[src/rtl/conv1d_layer_par.sv]
// Streaming 1-D convolution with run-time loadable taps, P saturating MAC lanes and a buffered valid/ready result port.
// Build option: define RELU_EN to clamp negative lane results to zero before they are buffered.
module conv1d_layer_par #(
    parameter int WIDTH = 8,
    parameter int LENX  = 8,
    parameter int LENF  = 4,
    parameter int P     = 2
) (
    input  logic             clk,
    input  logic             reset,
    input  logic [WIDTH-1:0] s_data_in_f,
    input  logic             s_valid_f,
    output logic             s_ready_f,
    input  logic [WIDTH-1:0] s_data_in_x,
    input  logic             s_valid_x,
    output logic             s_ready_x,
    output logic [WIDTH-1:0] m_data_out_y,
    output logic             m_valid_y,
    input  logic             m_ready_y
);

    localparam int LENY = LENX - LENF + 1;
    localparam int CW   = $clog2(LENX + 1);
    localparam int XW   = $clog2(LENX);
    localparam int FW   = $clog2(LENF);
    localparam int GW   = $clog2(LENY + P + 1);
    localparam int OW   = (P > 1) ? $clog2(P) : 1;

    typedef logic signed [WIDTH-1:0] sdata_t;
    typedef enum logic [2:0] {WAIT, LOAD_F, LOAD_X, COMPUTE, OUT} state_t;

    localparam sdata_t SMAX = {1'b0, {(WIDTH-1){1'b1}}};
    localparam sdata_t SMIN = {1'b1, {(WIDTH-1){1'b0}}};

    function automatic sdata_t sat_mul(input sdata_t a, input sdata_t b);
        logic signed [2*WIDTH-1:0] p;
        p = $signed({{WIDTH{a[WIDTH-1]}}, a}) * $signed({{WIDTH{b[WIDTH-1]}}, b});
        if (p[2*WIDTH-1:WIDTH-1] != {(WIDTH+1){p[2*WIDTH-1]}})
            return p[2*WIDTH-1] ? SMIN : SMAX;
        return p[WIDTH-1:0];
    endfunction

    function automatic sdata_t sat_add(input sdata_t a, input sdata_t b);
        logic signed [WIDTH:0] s;
        s = $signed({a[WIDTH-1], a}) + $signed({b[WIDTH-1], b});
        if (s[WIDTH] != s[WIDTH-1])
            return s[WIDTH] ? SMIN : SMAX;
        return s[WIDTH-1:0];
    endfunction

    state_t        state_q, state_d;
    logic          started_q;
    logic [CW-1:0] cnt_q, cnt_d;
    logic [GW-1:0] g_q, g_d;
    logic [OW-1:0] o_q, o_d, last_o;
    logic          m_valid_q, m_valid_d;
    sdata_t        m_data_q, m_data_d;

    sdata_t f_q [LENF];
    sdata_t x_q [LENX];
    sdata_t fr_q;
    sdata_t xr_q     [P];
    sdata_t acc_q    [P];
    sdata_t buf_q    [P];
    sdata_t lane_sum [P];
    sdata_t lane_res [P];
    logic   lane_ok  [P];
    logic [XW-1:0] x_idx [P];
    logic [FW-1:0] f_idx;

    logic f_fire, x_fire, y_fire;

    assign s_ready_f    = (state_q == LOAD_F);
    assign s_ready_x    = (state_q == LOAD_X);
    assign m_valid_y    = m_valid_q;
    assign m_data_out_y = m_data_q;

    assign f_fire = s_valid_f && s_ready_f;
    assign x_fire = s_valid_x && s_ready_x;
    assign y_fire = m_valid_q && m_ready_y;

    // Lane datapath: operand addresses for the next read, and the accumulate result of the current tap.
    always_comb begin
        f_idx = (int'(cnt_q) < LENF) ? FW'(cnt_q) : '0;
        for (int i = 0; i < P; i++) begin
            lane_ok[i]  = (int'(g_q) + i) < LENY;
            x_idx[i]    = (int'(g_q) + i + int'(cnt_q) < LENX) ? XW'(int'(g_q) + i + int'(cnt_q)) : '0;
            lane_sum[i] = sat_add(acc_q[i], sat_mul(xr_q[i], fr_q));
            lane_res[i] = lane_sum[i];
`ifdef RELU_EN
            if (lane_sum[i][WIDTH-1]) lane_res[i] = '0;
`endif
        end
    end

    always_comb begin
        if (LENY - int'(g_q) >= P) last_o = OW'(P - 1);
        else                       last_o = OW'(LENY - int'(g_q) - 1);
    end

    // NOTE: every signal driven here gets its default first, so no path can infer a latch.
    always_comb begin
        state_d   = state_q;
        cnt_d     = cnt_q;
        g_d       = g_q;
        o_d       = o_q;
        m_valid_d = m_valid_q;
        m_data_d  = m_data_q;
        case (state_q)
            WAIT: begin
                if (started_q) state_d = LOAD_F;
            end
            LOAD_F: begin
                if (f_fire) begin
                    if (cnt_q == CW'(LENF - 1)) begin
                        cnt_d   = '0;
                        state_d = LOAD_X;
                    end else begin
                        cnt_d = cnt_q + CW'(1);
                    end
                end
            end
            LOAD_X: begin
                if (x_fire) begin
                    if (cnt_q == CW'(LENX - 1)) begin
                        cnt_d   = '0;
                        g_d     = '0;
                        state_d = COMPUTE;
                    end else begin
                        cnt_d = cnt_q + CW'(1);
                    end
                end
            end
            COMPUTE: begin
                // Cycle 0 only fetches operands; cycles 1..LENF each fold in one tap.
                if (cnt_q == CW'(LENF)) begin
                    cnt_d     = '0;
                    o_d       = '0;
                    m_valid_d = 1'b1;
                    m_data_d  = lane_res[0];
                    state_d   = OUT;
                end else begin
                    cnt_d = cnt_q + CW'(1);
                end
            end
            OUT: begin
                if (y_fire) begin
                    if (o_q == last_o) begin
                        m_valid_d = 1'b0;
                        g_d       = g_q + GW'(P);
                        state_d   = (int'(g_q) + P < LENY) ? COMPUTE : LOAD_X;
                    end else begin
                        o_d      = o_q + OW'(1);
                        m_data_d = buf_q[o_q + OW'(1)];
                    end
                end
            end
            default: state_d = WAIT;
        endcase
    end

    // NOTE: sequential state uses non-blocking assignments so every register samples pre-edge values.
    always_ff @(posedge clk or negedge reset) begin
        if (!reset) begin
            state_q   <= WAIT;
            started_q <= 1'b0;
            cnt_q     <= '0;
            g_q       <= '0;
            o_q       <= '0;
            m_valid_q <= 1'b0;
            m_data_q  <= '0;
        end else begin
            state_q   <= state_d;
            started_q <= 1'b1;
            cnt_q     <= cnt_d;
            g_q       <= g_d;
            o_q       <= o_d;
            m_valid_q <= m_valid_d;
            m_data_q  <= m_data_d;
        end
    end

    always_ff @(posedge clk or negedge reset) begin
        if (!reset) begin
            fr_q  <= '0;
            xr_q  <= '{default: '0};
            acc_q <= '{default: '0};
            buf_q <= '{default: '0};
        end else if (state_q == COMPUTE) begin
            fr_q <= f_q[f_idx];
            for (int i = 0; i < P; i++) begin
                xr_q[i]  <= x_q[x_idx[i]];
                acc_q[i] <= (cnt_q == '0) ? '0 : lane_sum[i];
                if (cnt_q == CW'(LENF) && lane_ok[i]) buf_q[i] <= lane_res[i];
            end
        end
    end

    // NOTE: tap and sample storage is not reset; the FSM never reads an entry before it has been written.
    always_ff @(posedge clk) begin
        if (f_fire) f_q[FW'(cnt_q)] <= s_data_in_f;
        if (x_fire) x_q[XW'(cnt_q)] <= s_data_in_x;
    end

endmodule

[config.mk]
export PLATFORM = sky130hd
export DESIGN_NAME = conv1d_layer_par
export DESIGN_NICKNAME = d
export VERILOG_FILES = /design/src/rtl/conv1d_layer_par.sv
export SDC_FILE = /design/constraint.sdc
export NUM_CORES = 1
export LEC_CHECK = 0
export CORE_UTILIZATION = 35
export CTS_BUF_LIST = sky130_fd_sc_hd__clkbuf_16
export DETAILED_ROUTE_END_ITERATION = 16
export SETUP_SLACK_MARGIN = 0.2
export SLEW_MARGIN = 40
export SYNTH_ARGS = -nofsm -noshare
export SYNTH_HDL_FRONTEND = slang
export SYNTH_SLANG_ARGS = --single-unit
[constraint.sdc]
create_clock -name clk -period 19.15 [get_ports clk]
set_input_delay 3.83 -clock clk [delete_from_list [all_inputs] [get_ports clk]]
set_output_delay 3.83 -clock clk [all_outputs]
set_load 0.03 [all_outputs]
# Word level (Yosys, flattened, before mapping)
# Memory sizes are Yosys's and may differ from the RTL's. A register that Yosys moved wholly into a read port is not among the register bits.
# Cells that the tools add are included.
# classes
n_addsub	11
n_mul	2
order_cmp	8
n_eq_ne	21
mux	62
bitwise	1
n_reduce_logical	20
# ops
operator	n
2-to-1 mux 8 bit	20
< comparator 32 x 5 -> 1 bit, second input constant	2
2-to-1 mux 3 bit	14
< comparator 32 x 4 -> 1 bit, second input constant	1
multiplier 8 x 8 -> 16 bit	2
2-to-1 mux 4 bit	5
adder 8 x 8 -> 9 bit	2
2-to-1 mux 1 bit	16
!= test 8 bit	2
case mux 8 bit (2 select lines)	1
case mux 3 bit (5 select lines)	1
case mux 4 bit (3 select lines)	1
!= test 2 x 1 -> 1 bit, second input constant	5
== test 4 x 3 -> 1 bit, second input constant	2
< comparator 4 x 3 -> 1 bit, second input constant	2
!= test 2 bit, second input constant	4
AND reduction 4 bit	2
AND reduction 8 bit	1
== test 3 x 2 -> 1 bit, second input constant	2
case mux 3 bit (2 select lines)	1
adder 3 x 4 -> 5 bit	1
adder 4 x 4 -> 5 bit	1
logical AND 1 bit	5
AND reduction 5 bit	1
other kinds (25)	31
# word_totals
reg_bits	53
ram_bits	96
wordCells	138
mem_count	2
# mem_list
memory	words	word_bits	read_ports	rd_clocked_by_memory_dff	wr	line	source
x_q	8	8	2	2	1	60	sdata_t x_q [LENX];
f_q	4	8	1	1	1	59	sdata_t f_q [LENF];

# Longest topological paths before layout
# Gate-level depths: netlist of run 1.
# logic_depth
ltp_word	10
ltp_mapped	31

# Least setup slack after synthesis of run 1
# OpenSTA, ideal clock, no wires.
# synth_timing
path_kind	register -> register
start	reg fr_q[2], read port of f_q
end	reg acc_q[2] (netlist name)
setup_time_ns	0.146
arrival_ns	7.007
t_required_ns	19.004
path_slack_ns	11.997
stages_incl_launch_ff	31
path_buffers	2
cell_sequence	dfrtp_1 > clkbuf_1 > nand2_1 > inv_1 > fa_1 > inv_1 > fa_1 > inv_1 > fa_1 > inv_1 > fa_1 > inv_1 > ha_1 > or4_4 > o221ai_2 > nand2_1 > a21oi_2 > xnor2_1 > o41ai_4 > o21ai_1 > ha_1 > fa_1 > a21o_1 > a21oi_1 > o21ai_0 > a211o_1 > o21ai_0 > nand2b_1 > or2_1 > buf_2 > o311ai_0
# synth_via
elab_chain_len	9
word_cells_on_any_way	13
cone_classes	1 x add/sub; 1 x mul; 2 x eq/ne; 9 x mux
# synth_rtl
item	line	source
start: declaration	61	sdata_t fr_q;
multiplier 8 x 8 -> 16 bit *	37	p = $signed({{WIDTH{a[WIDTH-1]}}, a}) * $signed({{WIDTH{b[WIDTH-1]}}, b});
!= test 8 bit or 2-to-1 mux 8 bit (tied branches)	38, 39	
2-to-1 mux 1 bit or 2-to-1 mux 8 bit (tied branches)	38	if (p[2*WIDTH-1:WIDTH-1] != {(WIDTH+1){p[2*WIDTH-1]}})
2-to-1 mux 8 bit *	40	return p[WIDTH-1:0];
adder 8 x 8 -> 9 bit *	45	s = $signed({a[WIDTH-1], a}) + $signed({b[WIDTH-1], b});
2-to-1 mux 8 bit or != test 1 bit (tied branches)	47, 46	
2-to-1 mux 8 bit or 2-to-1 mux 1 bit (tied branches)	46	if (s[WIDTH] != s[WIDTH-1])
2-to-1 mux 8 bit *	48	return s[WIDTH-1:0];
2-to-1 mux 8 bit *	193	acc_q[i] <= (cnt_q == '0) ? '0 : lane_sum[i];
end signal: indexed assignment	193	
end: declaration	63	sdata_t acc_q [P];
# Mark *: on every way between the ends. The rest lies on a longest branch, timed or not. The select of a mux whose other input is x is not followed.
# A chain may end at the register's enable or synchronous reset.

# Worst setup path after layout of run 1
# layout_timing
start	reg fr_q[7], read port of f_q
end	reg acc_q[2] (netlist name)
# The elaborated chain is that of the path after synthesis.

==> impl_metrics.yaml, run 1 <==
worst_setup_path:
  arrival_ns: 8.46
  critPathLaunchType: "register"
  timing.rr.end: "acc_q[2]"
  reg2reg_slack_ns: 10.98
  cpPeakStageDelay_ns: 0.77
  critPathMaxFanout: 19
  cp-end-kind: "register"
  r2r_cells: 26
  r2r-start: "fr_q[7]"
  crit_type: "register to register"
  required_ns: 19.44
  slowest_stage: "dfrtp_1"
  path_common_cell: "fa_1"
place:
  port-buffer-count: 31
  gp_congestion: 0.789
  hpwl_mm: 23.9
route:
  ant_nets: 0
  dr.pass1.iters: 5
  drc_errors: 0
  finalWirelength_mm: 31.2
  via_per_inst: 5.09
  vias: 9917
  drt_iter0_drc: 470
  wl_per_cell_um: 16.0
grt:
  grt_pass1_wl_mm: 52.2
  grt.total_usage: 0.160
  grt_max_degree: 77
  antenna_found_initial: 1
  gr-total-overflow: 0
  grt_pass1_vias: 10300
finish:
  antennaDiodeCount: 0
  fin_util: 0.394
  drive_gt1_frac: 0.0622
  area_delta_synth_final_pct: 10.2
  regArea_um2: 4780
  fin_nets: 1638
  multiInputGateArea_um2: 8230
  fillers: 3820
logic_synthesis:
  yosys.area_share.xor_xnor: 0.0296
  syn_avg_cell_area_um2: 9.88
  synth-simple-area-share: 0.145
  synth_top_family_by_area: "adder cells"
  syn-instance-count: 1409
  synthAdderAreaFrac: 0.240
  muxShareOfSynthArea: 0.0412
  netlist_area_um2: 13900
  synth-warning-count: 0
  synth_seq_cells: 172
  seq_area_frac_synth: 0.344
  syn_nets: 1629
  ys.flop_type: "edfxtp_1"
  async_reset_ff_frac: 0.442
  synth-compound-area-share: 0.133
  synth-edff-count: 96
  ys_types: 68
timing:
  relSlewSlack: 0.472
  drv_slew: 0
  period_share: 0.427
  holdWs_ns: 0.475
  rsz0062_at_grt: "false"
  finalSetupViolCount: 0
  max_freq_mhz: 122
  hold_viol_final: 0
  worst_pin_slew_ns: 0.785
  fin_crit_ns: 8.17
  totalNegativeSetupSlack_ns: 0
  skew_ns: 0.00919
cts:
  root_buffer: "clkbuf_16"
  cts_max_path_buffers: 2
  clk_latency_ns: 0.44
  cts_tree: "built"
  holdBufCountCts: 0
  clock_sinks: 172
  numCtsBuffers: 17
  post-cts-setup-buffers: 0
  cts_resized: 0
  path_clk_slew_ns: 0.07
  htree_levels: 4
die:
  dieArea_um2: 40600
  die_x_um: 201
  rows: 72
  die_h_um: 201
  core_um2: 38900
  io_pins: 32
  start_util: 0.358
min_path:
  hold_class: "register to register"
  min_path_cells: 2
  hp-start: "m_data_out_y[3]"
  hold_end: "m_data_out_y[3]"
job:
  max_cap_viol_count: 0
outcome:
  status: "finished, final reports clean"
synth_stat cells, drive strengths merged (18+ instances only):
library cell / n / share of area
fa: 113 / 0.16
dfrtp: 76 / 0.14
nor3: 29 / 0.010
ha: 86 / 0.077
o21ai: 103 / 0.037
and2: 90 / 0.040
xnor2: 35 / 0.022
nor2b: 20 / 0.0090
o221ai: 33 / 0.021
nor2: 58 / 0.016
edfxtp: 96 / 0.21
nand3: 24 / 0.0086
inv: 199 / 0.054
nand2: 142 / 0.038
mux2: 18 / 0.015
mux2i: 19 / 0.014
clkbuf: 37 / 0.010
a21oi: 72 / 0.027
critical path, delay by kind of cell, from the launching register on:
family / cells / cell delay (ns)
flip-flops: 1 / 0.77
AND/OR/NAND/NOR: 3 / 0.81
XOR/XNOR: 1 / 0.16
adder cells (fa/ha/maj): 7 / 3.05
buffers and inverters: 2 / 0.10
AO/OA/AOI/OAI: 13 / 3.14
logic make-up (layout without fill, tap and decap cells):
family                     after synthesis  after routing
buffers and inverters                  248            270
other                                    2              2
and+or+nand+nor                        407            407
xor gates and xnor gates                47             47
DFF                                    172            172
adders and majority gates              199            199
AOI/OAI and AO/OA                      289            289
muxes                                   45             45
per-stage QoR:
stage	cell area, um2	setup WS [ns]	cells
finish	15300	10.98	1949
global route	15300	10.36	1949
CTS	15300	10.91	1949
detailed placement	14800	10.94	1917
global placement	14700	11.07	1917
floorplan	13900	12.00	1409
state kept, by name, summed over array words and instances, names as in the netlist:
| register | flops |
|---|---|
| acc_q | 16 |
| buf_q | 16 |
| cnt_q | 4 |
| f_q | 32 |
| fr_q | 8 |
| g_q | 2 |
| m_data_out_y | 8 |
| m_valid_y | 1 |
| o_q | 1 |
| started_q | 1 |
| state_q | 3 |
| x_q | 64 |
| xr_q | 16 |
final cells by class:
type	count	share of cell area
tap	518	0.0422
clock buffer	18	0.0294
multi-input combinational	989	0.536
sequential	172	0.312
clock inverter	14	0.00766
timing repair buffer	39	0.0242
inverter	199	0.0487
cells in the final DEF (no fill, tap or decap), types with 30 or more instances in the layout:
master / netlist / final
a21oi_1: 68 / 68
and2_1: 90 / 90
clkdlybuf4s50_1: 0 / 30
dfrtp_1: 76 / 76
edfxtp_1: 96 / 96
fa_1: 113 / 113
ha_1: 86 / 86
inv_1: 199 / 201
nand2_1: 142 / 141
nor2_1: 58 / 51
o21ai_0: 84 / 83
o221ai_1: 32 / 32
xnor2_1: 35 / 35
per-layer routing:
layer | vias to the layer above | global-route usage | share of wire
met5 | - | 0 | 0.00042
met4 | 2 | 0.0506 | 0.019
met3 | 47 | 0.0227 | 0.029
met2 | 157 | 0.277 | 0.49
met1 | 4894 | 0.204 | 0.46
li1 | 4817 | - | -
how the worst max path moves through the flow:
stage / from / to / slack [ns] / cells after the start
global placement: fr_q[3] / acc_q[9] / 11.07 / 27
global route: fr_q[2] / acc_q[8] / 10.36 / 28
detailed placement: fr_q[3] / acc_q[8] / 10.94 / 27
CTS: fr_q[3] / acc_q[8] / 10.91 / 27
floorplan: fr_q[2] / acc_q[2] / 12.00 / 30
finish: fr_q[7] / acc_q[2] / 10.98 / 26
Power of run 1 is left out: the tool's default activity adds up to more than one toggle a clock period on the data nets, which glitch-free logic cannot reach.
==> inputs of run 2 (changes only) <==
clock period = 7 ns   (was 19.15 ns; I/O delays follow)
==> run 2 against run 1 <==
Clock-buffer cell count decreased by 1. Critical path depth increased by 4. Largest cell class unchanged. Clock skew increased by 0.0062 ns. First-iteration DRC count increased by 15%. Fmax increased by 19%. Sequential share of layout area decreased by 3.7 points. Register-to-register slack got worse by 11 ns. Die area unchanged. Design area increased by 14%. Routed wire length increased by 13%. Non-clock buffer count increased by 155.
==> impl_metrics.yaml, run 2 (same netlist as run 1, synthesis figures left out) <==
worst_setup_path:
  cpPeakStageDelay_ns: 0.52
  r2r_cells: 30
  critPathMaxFanout: 6
  slowest_stage: "fa_1"
  cp-end-kind: "register"
  arrival_ns: 7.21
  path_common_cell: "fa_1"
  required_ns: 7.33
  r2r-start: "fr_q[7]"
  crit_type: "register to register"
  timing.rr.end: "acc_q[2]"
  critPathLaunchType: "register"
  reg2reg_slack_ns: 0.12
grt:
  grt.total_usage: 0.172
  gr-total-overflow: 0
  antenna_found_initial: 1
  grt_max_degree: 77
  grt_pass1_wl_mm: 56.2
  grt_pass1_vias: 10800
timing:
  fin_crit_ns: 6.88
  max_freq_mhz: 145
  rsz0062_at_grt: "true"
  hold_viol_final: 0
  skew_ns: 0.0154
  totalNegativeSetupSlack_ns: 0
  finalSetupViolCount: 0
  relSlewSlack: 0.479
  period_share: 0.982
  worst_pin_slew_ns: 0.778
  drv_slew: 0
  holdWs_ns: 0.480
finish:
  fin_area_um2: 17500
  layout_common_cells: "inv_1, nand2_1, buf_4"
  regMostFlops: "x_q"
  instances_no_fill: 2104
  multiInputGateArea_um2: 9040
  area_delta_synth_final_pct: 25.7
  final_common_cell: "inv_1"
  drive_gt1_frac: 0.252
  fillers: 3639
  antennaDiodeCount: 0
  regArea_um2: 4800
  largest_reg_flops: 64
  reg_top3: "x_q: 64 flops, f_q: 32 flops"
  fin_nets: 1793
place:
  port-buffer-count: 31
  dp.cells: 1996
  hpwl_mm: 24.8
  gp_congestion: 0.866
  placed_area_um2: 15500
route:
  vias: 10700
  met3_length_um: 979
  drc_errors: 0
  ant_nets: 0
  dr_wl_met2_mm: 17.7
  dr.pass1.iters: 5
  m1WireLength_mm: 15.9
  wl_per_cell_um: 16.7
  highest_layer: "met4"
  finalWirelength_mm: 35.2
  drt_iter0_drc: 539
  via_per_inst: 5.10
die:
  start_util: 0.358
  dieArea_um2: 40600
  core_um2: 38900
  rows: 72
  die_h_um: 201
  io_pins: 32
  die_x_um: 201
min_path:
  min_path_cells: 2
  hold_end: "m_data_out_y[3]"
  hold_class: "register to register"
  hp-start: "m_data_out_y[3]"
cts:
  root_buffer: "clkbuf_16"
  htree_levels: 4
  cts_tree: "built"
  cts_max_path_buffers: 2
  clk_latency_ns: 0.44
  numCtsBuffers: 17
  clock_sinks: 172
  path_clk_slew_ns: 0.08
job:
  max_cap_viol_count: 0
outcome:
  status: "finished, final reports clean"
-- run 2: worst max-delay path: cells and delay by family (launching register included) --
kind | cells | cell delay [ns]
AND/OR/NAND/NOR | 4 | 0.74
buffers and inverters | 9 | 0.88
XOR/XNOR | 1 | 0.17
adder cells (fa/ha/maj) | 7 | 2.84
flip-flops | 1 | 0.44
AO/OA/AOI/OAI | 9 | 1.72
-- run 2: worst max path at each step --
stage,start,to,slack [ns]
after floorplan,fr_q[7],acc_q[2],0.18
after global placement,fr_q[6],m_data_out_y[3],-0.11
after detailed placement,fr_q[6],m_data_out_y[3],-0.28
after CTS,fr_q[5],acc_q[8],0.17
after global routing,xr_q[12],acc_q[9],-0.09
final,fr_q[7],acc_q[2],0.12
-- run 2: area by class of cell --
cell class / count / share of cell area
Timing Repair Buffer: 194 / 0.0973
Clock buffer: 17 / 0.0243
Multi-Input combinational cell: 989 / 0.517
Tap cell: 518 / 0.0370
Inverter: 199 / 0.0427
Clock inverter: 15 / 0.00744
Sequential cell: 172 / 0.274
-- run 2: metrics by stage --
| stage | worst slack (ns) | utilization |
|---|---|---|
| CTS | 0.168 | 0.438 |
| floorplan | 0.184 | - |
| finish | 0.125 | 0.450 |
| global route | -0.0933 | 0.450 |
| global placement | -0.107 | 0.398 |
| detailed placement | -0.277 | 0.398 |
-- run 2: what timing repair did --
item | in CTS | in global routing
endpoints found under the setup margin | 38 | 40
buffers inserted | 59 | 17
pin swaps | 113 | 69
hold buffers | 0 | 0
resized for setup | 132 | 74
-- run 2: per-layer routing --
metal,global-route usage,vias up
met5,0,-
met4,0.0400,0
met3,0.0164,53
met2,0.301,221
met1,0.229,5337
li1,-,5122
Power of run 2 is left out for the same reason.
